===== src/rtl/gc_ramp_gen_pkg.sv =====
// gc_ramp_gen_pkg
// Shared definitions for the Gray-coded ramp generator: the state encoding
// used by the controller and a binary-to-Gray helper.
//
// The helper works on a fixed 64-bit container so that a single function can
// serve any lane width up to 64 bits. Callers widen their operand on the way
// in and truncate the result on the way out. The upper bit of a narrower lane
// is XORed with a zero, which is exactly the Gray rule for the lane's top bit.
package gc_ramp_gen_pkg;

    // Controller states; the state register is one bit wide.
    localparam logic [0:0] ST_IDLE = 1'b0;
    localparam logic [0:0] ST_RUN  = 1'b1;

    // Widest lane the Gray helper can encode.
    localparam int GC_MAX_WIDTH = 64;

    // Binary to Gray: g = b ^ (b >> 1)
    function automatic logic [GC_MAX_WIDTH-1:0] bin2gray(input logic [GC_MAX_WIDTH-1:0] b);
        return b ^ (b >> 1);
    endfunction

endpackage


===== src/rtl/gc_ramp_gen_bin2gc.sv =====
// bin2gc
// Combinational per-lane encoder: converts one binary sample into its Gray code.
//
// Parameters:
//   DATA_WIDTH  bits per sample (at most GC_MAX_WIDTH)
// Ports:
//   bin  in   DATA_WIDTH  binary sample
//   gc   out  DATA_WIDTH  Gray-coded sample
module bin2gc
    import gc_ramp_gen_pkg::*;
#(
    parameter int DATA_WIDTH = 8
) (
    input  logic [DATA_WIDTH-1:0] bin,
    output logic [DATA_WIDTH-1:0] gc
);

    // Widen into the package helper's container, then keep only this lane's bits.
    assign gc = DATA_WIDTH'(bin2gray(GC_MAX_WIDTH'(bin)));

endmodule


===== src/rtl/gc_ramp_gen.sv =====
// gc_ramp_gen
// Burst generator that produces a linear ramp of samples. The samples are
// packed SAMPLES lanes per word, and each lane is Gray-coded. Lane k of word w
// carries gray(seed + (w*SAMPLES + k)*step). The sum wraps modulo
// 2^DATA_WIDTH. Words leave through a registered valid/ready interface.
//
// Optional feature (macro GC_RAMP_GEN_PARITY_EN): adds the gc_parity output,
// which holds one even-parity bit per Gray lane. It is registered alongside
// gc_data.
//
// Parameters:
//   DATA_WIDTH  bits per sample
//   SAMPLES     lanes per output word
//   CNT_WIDTH   width of the burst-length / word counter
// Ports:
//   clk        in   1                    clock
//   rst        in   1                    synchronous active-high reset
//   start      in   1                    begin a burst (sampled in IDLE only)
//   abort      in   1                    end the current burst at once, with no done pulse
//   num_words  in   CNT_WIDTH            burst length in words, sampled on start
//   seed       in   DATA_WIDTH           binary value of lane 0 of word 0
//   step       in   DATA_WIDTH           binary increment between adjacent samples
//   gc_data    out  SAMPLES*DATA_WIDTH   Gray lanes; lane k at [k*DATA_WIDTH +: DATA_WIDTH]
//   gc_valid   out  1                    gc_data holds a word
//   gc_ready   in   1                    sink accepts the current word
//   busy       out  1                    controller is not idle
//   done       out  1                    one-cycle pulse after the last word of a burst transfers
//   gc_parity  out  SAMPLES              (GC_RAMP_GEN_PARITY_EN only) per-lane XOR of gc_data
module gc_ramp_gen
    import gc_ramp_gen_pkg::*;
#(
    parameter int DATA_WIDTH = 8,
    parameter int SAMPLES    = 4,
    parameter int CNT_WIDTH  = 16
) (
    input  logic                          clk,
    input  logic                          rst,
    input  logic                          start,
    input  logic                          abort,
    input  logic [CNT_WIDTH-1:0]          num_words,
    input  logic [DATA_WIDTH-1:0]         seed,
    input  logic [DATA_WIDTH-1:0]         step,
    output logic [SAMPLES*DATA_WIDTH-1:0] gc_data,
    output logic                          gc_valid,
    input  logic                          gc_ready,
    output logic                          busy,
    output logic                          done
`ifdef GC_RAMP_GEN_PARITY_EN
    ,
    output logic [SAMPLES-1:0]            gc_parity
`endif
);

    logic [0:0]                    state;
    logic [CNT_WIDTH-1:0]          word_cnt;
    logic [CNT_WIDTH-1:0]          last_idx;
    logic [DATA_WIDTH-1:0]         base_q;
    logic [DATA_WIDTH-1:0]         step_q;
    logic [DATA_WIDTH-1:0]         base_sel;
    logic [DATA_WIDTH-1:0]         step_sel;
    logic [DATA_WIDTH-1:0]         lane_bin [SAMPLES];
    logic [DATA_WIDTH-1:0]         lane_gc  [SAMPLES];
    logic [SAMPLES*DATA_WIDTH-1:0] next_data;
    logic                          start_ok;
    logic                          load_first;
    logic                          xfer;
    logic                          last_word;
    logic                          load_next;

    // An abort always wins over a start, so a start only counts in IDLE with no abort.
    // word_cnt is the index of the word on gc_data. The last word is the one
    // whose index equals num_words-1, as captured when the burst began.
    assign start_ok   = (state == ST_IDLE) && start && !abort;
    assign load_first = start_ok && (num_words != '0);
    assign xfer       = gc_valid && gc_ready;
    assign last_word  = (word_cnt == last_idx);
    assign load_next  = (state == ST_RUN) && !abort && xfer && !last_word;
    assign busy       = (state != ST_IDLE);

    // Pick the base for the next word to encode.
    // At burst start this is the fresh seed and step.
    // Otherwise the base advances by SAMPLES steps from the word just accepted.
    // Only the stored step is used in that case, so changes on the step
    // input during a burst have no effect.
    always_comb begin
        base_sel = base_q + step_q * DATA_WIDTH'(SAMPLES);
        step_sel = step_q;
        if (load_first) begin
            base_sel = seed;
            step_sel = step;
        end
    end

    // One encoder per lane.
    // Lane k holds base + k*step. Truncating to DATA_WIDTH makes the
    // sequence wrap without a discontinuity.
    for (genvar k = 0; k < SAMPLES; k++) begin : g_lane
        assign lane_bin[k] = base_sel + step_sel * DATA_WIDTH'(k);

        bin2gc #(
            .DATA_WIDTH(DATA_WIDTH)
        ) u_bin2gc (
            .bin(lane_bin[k]),
            .gc (lane_gc[k])
        );

        assign next_data[k*DATA_WIDTH +: DATA_WIDTH] = lane_gc[k];
    end

    // Controller and output registers.
    // gc_data and gc_valid change only here, so gc_ready has no
    // combinational path to any output. A stalled word holds because nothing
    // is loaded until it transfers. In RUN, an abort is checked before the
    // transfer, so it beats a simultaneous handshake and suppresses done.
    always_ff @(posedge clk) begin
        if (rst) begin
            state    <= ST_IDLE;
            gc_valid <= 1'b0;
            gc_data  <= '0;
            done     <= 1'b0;
            word_cnt <= '0;
            last_idx <= '0;
            base_q   <= '0;
            step_q   <= '0;
        end else begin
            done <= 1'b0;
            case (state)
                ST_IDLE: begin
                    if (load_first) begin
                        state    <= ST_RUN;
                        gc_valid <= 1'b1;
                        gc_data  <= next_data;
                        base_q   <= base_sel;
                        step_q   <= step_sel;
                        word_cnt <= '0;
                        last_idx <= num_words - 1'b1;
                    end else if (start_ok) begin
                        done <= 1'b1;
                    end
                end
                ST_RUN: begin
                    if (abort) begin
                        state    <= ST_IDLE;
                        gc_valid <= 1'b0;
                    end else if (xfer && last_word) begin
                        state    <= ST_IDLE;
                        gc_valid <= 1'b0;
                        done     <= 1'b1;
                    end else if (load_next) begin
                        gc_data  <= next_data;
                        base_q   <= base_sel;
                        word_cnt <= word_cnt + 1'b1;
                    end
                end
                default: begin
                    state    <= ST_IDLE;
                    gc_valid <= 1'b0;
                end
            endcase
        end
    end

`ifdef GC_RAMP_GEN_PARITY_EN
    logic [SAMPLES-1:0] next_parity;

    // Per-lane even parity of the Gray word about to be loaded.
    for (genvar p = 0; p < SAMPLES; p++) begin : g_parity
        assign next_parity[p] = ^lane_gc[p];
    end

    // Parity loads on exactly the same events as gc_data, so the two stay
    // aligned through stalls.
    always_ff @(posedge clk) begin
        if (rst) begin
            gc_parity <= '0;
        end else if (load_first || load_next) begin
            gc_parity <= next_parity;
        end
    end
`endif

endmodule

===== config.mk =====
export PLATFORM = sky130hd
export DESIGN_NAME = gc_ramp_gen
export DESIGN_NICKNAME = d
export VERILOG_FILES = /design/src/rtl/gc_ramp_gen_pkg.sv /design/src/rtl/gc_ramp_gen_bin2gc.sv /design/src/rtl/gc_ramp_gen.sv
export SDC_FILE = /design/constraint.sdc
export NUM_CORES = 1
export LEC_CHECK = 0
export ABC_AREA = 0
export CELL_PAD_IN_SITES_DETAIL_PLACEMENT = 1
export CELL_PAD_IN_SITES_GLOBAL_PLACEMENT = 2
export CORE_MARGIN = 10
export CORE_UTILIZATION = 33
export CTS_CLUSTER_SIZE = 12
export DETAILED_ROUTE_END_ITERATION = 7
export PLACE_DENSITY = 0.88
export RECOVER_POWER = 25
export SLEW_MARGIN = 15
export SYNTH_ARGS = -nofsm -noshare
export SYNTH_HDL_FRONTEND = slang
export SYNTH_SLANG_ARGS = --single-unit
export TNS_END_PERCENT = 20

===== constraint.sdc =====
create_clock -name clk -period 6.1 [get_ports clk]
set_input_delay 1.22 -clock clk [delete_from_list [all_inputs] [get_ports clk]]
set_output_delay 1.22 -clock clk [all_outputs]
set_load 0.01 [all_outputs]

# After elaboration in Yosys (flattened, before gate mapping)
# Cells that the tools add are included.
# word_totals
in_bits	37
out_inout_bits	35
regBits	83
word_cells	70
# classes
eq_ne	6
reduce_logical	14
bitwise	5
mul	1
n_addsub	6
n_mux	30
# ops
op	count
32-bit two-way mux	4
16-bit two-way mux	4
32-bit case mux with 2 select lines	1
8-bit two-way mux	6
8-bit adder	4
16-bit case mux with 2 select lines	1
8-bit by 7-bit XOR with 8-bit output	4
16-bit by 1-bit adder with 16-bit output (second input constant)	1
16-bit == test	1
8-bit case mux with 2 select lines	1
16-bit nonzero test	1
16-bit by 1-bit subtractor with 16-bit output (second input constant)	1
1-bit two-way mux	10
1-bit logical AND	8
8-bit by 2-bit multiplier with 8-bit output (second input constant)	1
2-bit inequality test (second input constant)	3
1-bit case mux with 2 select lines	3
2-bit AND reduction	2
4-bit AND reduction	1
3-bit by 2-bit inequality test with 1-bit output (second input constant)	1
1-bit logical NOT	2
2-bit by 1-bit inequality test with 1-bit output (second input constant)	1
1-bit NOT	1

# Depth between registers and ports, before layout
# logic_depth
depth_word	12
ltp_mapped	22
depth_no_buf	20

# Hierarchy
# Synthesis repeated with hierarchy kept, for this count alone.
# hier_totals
cells_unflattened	576
area_unflattened_um2	5059.9
# by_module_without_submodules
mod	cells_per_inst	area_each_um2	instances
gc_ramp_gen	544	4784.6	1
bin2gc	8	68.8	4

# Least setup slack after synthesis
# Ideal clock, no wire load.
# synth_timing
path_type	input port to flip-flop
start	input num_words[0]
end	register gc_data[30]
arrival_time_ns	5.374
path_buffers	3
setup_ns	0.071
path_slack_ns	0.655
cell_stages	22
required_time_ns	6.029
cell_sequence	inv_1 ha_1 nor3b_1 and4b_1 buf_6 nor2_4 buf_2 buf_1 a21oi_2 xnor2_1 ha_1 ha_1 fa_1 a21o_1 a21oi_1 o21bai_1 a21oi_1 xnor3_1 xnor2_1 xnor2_1 nand2_1 a21oi_1
# synth_between
elab_chain_cells	10
# synth_lines
item	line_no	source
start: declaration	gc_ramp_gen.sv:40	input logic [CNT_WIDTH-1:0] num_words,
16-bit nonzero test *	gc_ramp_gen.sv:74	assign load_first = start_ok && (num_words != '0);
1-bit logical AND *	gc_ramp_gen.sv:74	
8-bit two-way mux	gc_ramp_gen.sv:88	if (load_first) begin
8-bit by 2-bit multiplier with 8-bit output	gc_ramp_gen.sv:98	assign lane_bin[k] = base_sel + step_sel * DATA_WIDTH'(k);
8-bit adder	gc_ramp_gen.sv:98	
8-bit by 7-bit XOR with 8-bit output	gc_ramp_gen_pkg.sv:20	return b ^ (b >> 1);
32-bit two-way mux	gc_ramp_gen.sv:149	end else if (load_next) begin
32-bit two-way mux	gc_ramp_gen.sv:145	end else if (xfer && last_word) begin
32-bit two-way mux	gc_ramp_gen.sv:142	if (abort) begin
32-bit case mux with 2 select lines	gc_ramp_gen.sv:127	case (state)
end signal: assignment	gc_ramp_gen.sv:132	gc_data <= next_data;
end signal: assignment	gc_ramp_gen.sv:150	gc_data <= next_data;
end: declaration	gc_ramp_gen.sv:43	output logic [SAMPLES*DATA_WIDTH-1:0] gc_data,
# Every way passes the cells marked *; elsewhere a longest branch is shown, timed or not. The select of a mux whose other input is x is not followed.
# A chain may end at the register's enable or synchronous reset.

# Final worst setup path
# Ends and elaborated chain as after synthesis.

==> results.tsv <==
stage	metric	value	unit
status	outcome	finished clean	
worst_setup_path	crit-path max FO	9	
sta	max-slew violations	0	
sta	Slew @ Worst Pin	0.9031	ns
pwr	LEAKAGE	2.606	nW
floorplanning	Die W	146.7	um
clock_tree	Hold Buf Count CTS	0	
clock_tree	CTS resizes	0	
sta	Final WS setup	0.3547	ns
routing	via count	4669	
run	Max-cap violations	0	
routing	drt drc	0	
worst_setup_path	Crit-path slowest cell	nor3b_1	
worst_setup_path	Largest stage delay, worst path	0.53	ns
worst_setup_path	Reg2Reg Setup Slack	1.79	ns
worst_setup_path	Required @ worst endpoint	6.37	ns
floorplanning	die height	146.7	um
synth	EDFF count, synth	0	
sta	normalized max-slew margin	39.24	%
floorplanning	effective utilization at floorplan	33.45	%
layout	nets	757	
layout	Ant. Diodes	0	
routing	Routed WL	16240	um
clock_tree	CTS tree	done	
synth	syn nets	692	
global_route	initial antenna violation count	0	
synth	cell taking the most area after synthesis	dfxtp_1	
global_route	gr usage total	15.18	%
worst_setup_path	Worst Setup End Kind	flop	
synth	asr flop ratio synth	0	%
min_path	Hold Crit Class	reg -> reg	
clock_tree	Worst-path clk slew	0.06	ns
clock_tree	CTS Root Cell	clkbuf_16	
worst_setup_path	crit path cell chain	clkdlybuf4s50_1 -> inv_1 -> ha_1 -> nor3b_1 -> and4b_1 -> buf_4 -> o21ai_1 -> and2_1 -> xor2_1 -> ha_1 -> fa_1 -> a21o_1 -> a21oi_1 -> o21bai_1 -> a21oi_1 -> xnor3_1 -> xnor2_1 -> xnor2_1 -> nand2_1 -> a21oi_1	
routing	Starting DRT DRC Count	244	
layout	end-of-flow core utilization	41.41	%
worst_setup_path	most used cell, CP	a21oi_1	
sta	Setup TNS	0	ns
sta	Max Clk Rate	0.1741	GHz
synth	synthesis-stage register bit count	82	
sta	final worst path period share	94.18	%
clock_tree	clock sink total	82	
routing	drt wl/cell	17.84	um
floorplanning	# IOs	72	
clock_tree	CTS H-Tree Depth	3	
synth	syn avg cell area	8.472	um^2
worst_setup_path	Worst Setup SP	num_words[0]	
sta	final setup violation count	0	
global_route	vias in the first global route	4956	
synth	Netlist cell types	64	
worst_setup_path	critical path's top delay family	simple AND/OR/NAND/NOR gates	
layout	layout cells sized above 1	7.205	%
floorplanning	Std-Cell Rows	46	
clock_tree	post-CTS setup buffer count	0	
global_route	global-route wire length before repair	26560	um
layout	Layout area overhead	23.77	%
worst_setup_path	crit path launch type	input port	
worst_setup_path	WS Path Type	in -> reg	
routing	DRT Pass-1 Iters	4	
pwr	Pwr Density	260.6	mW/mm^2
placed_design	Final HPWL DP	12630	um
routing	routed vias/inst	5.131	
synth	Gate Count Post-Synth	625	
clock_tree	total clock buffers created by CTS	9	
clock_tree	clk_lat worst skew	0.35	ns
floorplanning	DIE AREA	0.02151	mm^2
floorplanning	Core Footprint	0.01583	mm^2
min_path	Hold Crit Start	gc_data[27]$_SDFFE_PP0P_	
synth	Yosys warnings	0	
sta	Final Skew	0.005876	ns
global_route	largest net degree at the start of global routing	42	
routing	antenna-violating nets left	0	
layout	Filler cells	1826	
placed_design	IO buf count	71	
pwr	IR Drop Worst-Case VDD	116.2	uV
sta	WHS	0.4571	ns
placed_design	Final Wtd Congestion	0.8281	
synth	Post-synth top flop	dfxtp_1	
sta	unrepaired setup endpoints after global routing	no	
sta	hold violation count in the final report	0	
synth	Mapped Area	0.005295	mm^2
synth	top cell type's share of synthesized area	31.00	%
clock_tree	Clock Path Buffers	2	
placed_design	pre-CTS WS	0.1078	ns
synth	sequential-to-total area share from yosys stat	31.00	%
global_route	grt ovf	0	
worst_setup_path	worst path bufs/invs	3	
sta	minimum clock period	5.745	ns
worst_setup_path	crit path DAT	6.02	ns
synth	most frequent cells after synthesis	dfxtp_1 (82), nor2_1 (81), xnor2_1 (60), nand2_1 (52)	
synth	most frequent cell after synthesis	dfxtp_1	
worst_setup_path	r2r startpoint	busy$_SDFF_PP0_	
synth	top post-synthesis cells by area	dfxtp_1 (31%), xnor2_1 (9.9%), ha_1 (6.1%)	
[state kept, by name, summed over array words and instances, names as in the netlist]
register / cells
gc_data: 32
last_idx: 16
word_cnt: 16
step_q: 8
base_q: 7
busy: 1
done: 1
gc_valid: 1
[per-stage QoR]
step,cells,power (mW),cell area [um^2]
global placement,895,1.130,6245
floorplan,625,0.9612,5295
detailed placement,895,1.143,6245
global route,910,1.811,6554
finish,910,1.708,6554
CTS,910,1.739,6554
[cell type report]
class                           instances  area, um^2  share of cell area [%]
Sequential cell                        82        1642                   25.05
Tap cell                              216       270.3                   4.124
Inverter                               29       108.9                   1.661
Clock inverter                          5       80.08                   1.222
Clock buffer                           10       229.0                   3.494
Timing Repair Buffer                   84       803.3                   12.26
Multi-Input combinational cell        484        3421                   52.20
[where the power goes]
group	internal [mW]	switching (mW)	leakage, nW
logic	0.239	0.287	1.79
clock network	0.356	0.230	0.145
registers	0.572	0.0244	0.670
[logic make-up (layout without fill, tap and decap cells)]
| kind of cell | after synthesis | in the layout | synth area share (%) |
|---|---|---|---|
| AOI/OAI and AO/OA | 135 | 135 | 17.63 |
| muxes | 10 | 10 | 2.434 |
| adders and majority gates | 35 | 35 | 8.625 |
| DFF | 82 | 82 | 31.00 |
| xor gates and xnor gates | 95 | 95 | 16.52 |
| buffers and inverters | 59 | 128 | 4.608 |
| and+or+nand+nor | 209 | 209 | 19.19 |
[layout by cell type, fill, tap and decap left out, types with 10 or more instances in the layout]
cell	instances
xor2_1	32
buf_4	13
a211oi_1	37
ha_1	26
xnor2_1	60
dlygate4sd3_1	29
o21ai_0	15
nor3_1	10
nand4_1	11
a21oi_1	37
inv_1	29
nand2_1	52
dfxtp_1	82
clkdlybuf4s50_1	41
nor2_1	81
[path summary, 6_finish.rpt]
| path | to | depth (start not counted) |
|---|---|---|
| setup / recovery | gc_data[30]$_SDFFE_PP0P_ | 20 |
| hold reg to reg | gc_data[27]$_SDFFE_PP0P_ | 2 |
| hold / removal | gc_data[27]$_SDFFE_PP0P_ | 2 |
| setup reg to reg | gc_data[30]$_SDFFE_PP0P_ | 18 |
[layer usage]
metal	routed length, um	GRT usage [%]	share of wire (%)	up-vias
met3	562	3.245	3.5	15
met1	7571	19.06	47	2268
met5	0	0	0	-
li1	-	-	-	2311
met2	7899	25.23	49	75
met4	204	4.905	1.3	0
[tightest hold or removal path, cell delays in order, from the launching register on]
cell,delay [ns]
dfxtp_1,0.31
nand2_1,0.05
a21oi_1,0.05
(Power assumes the default switching activity.)
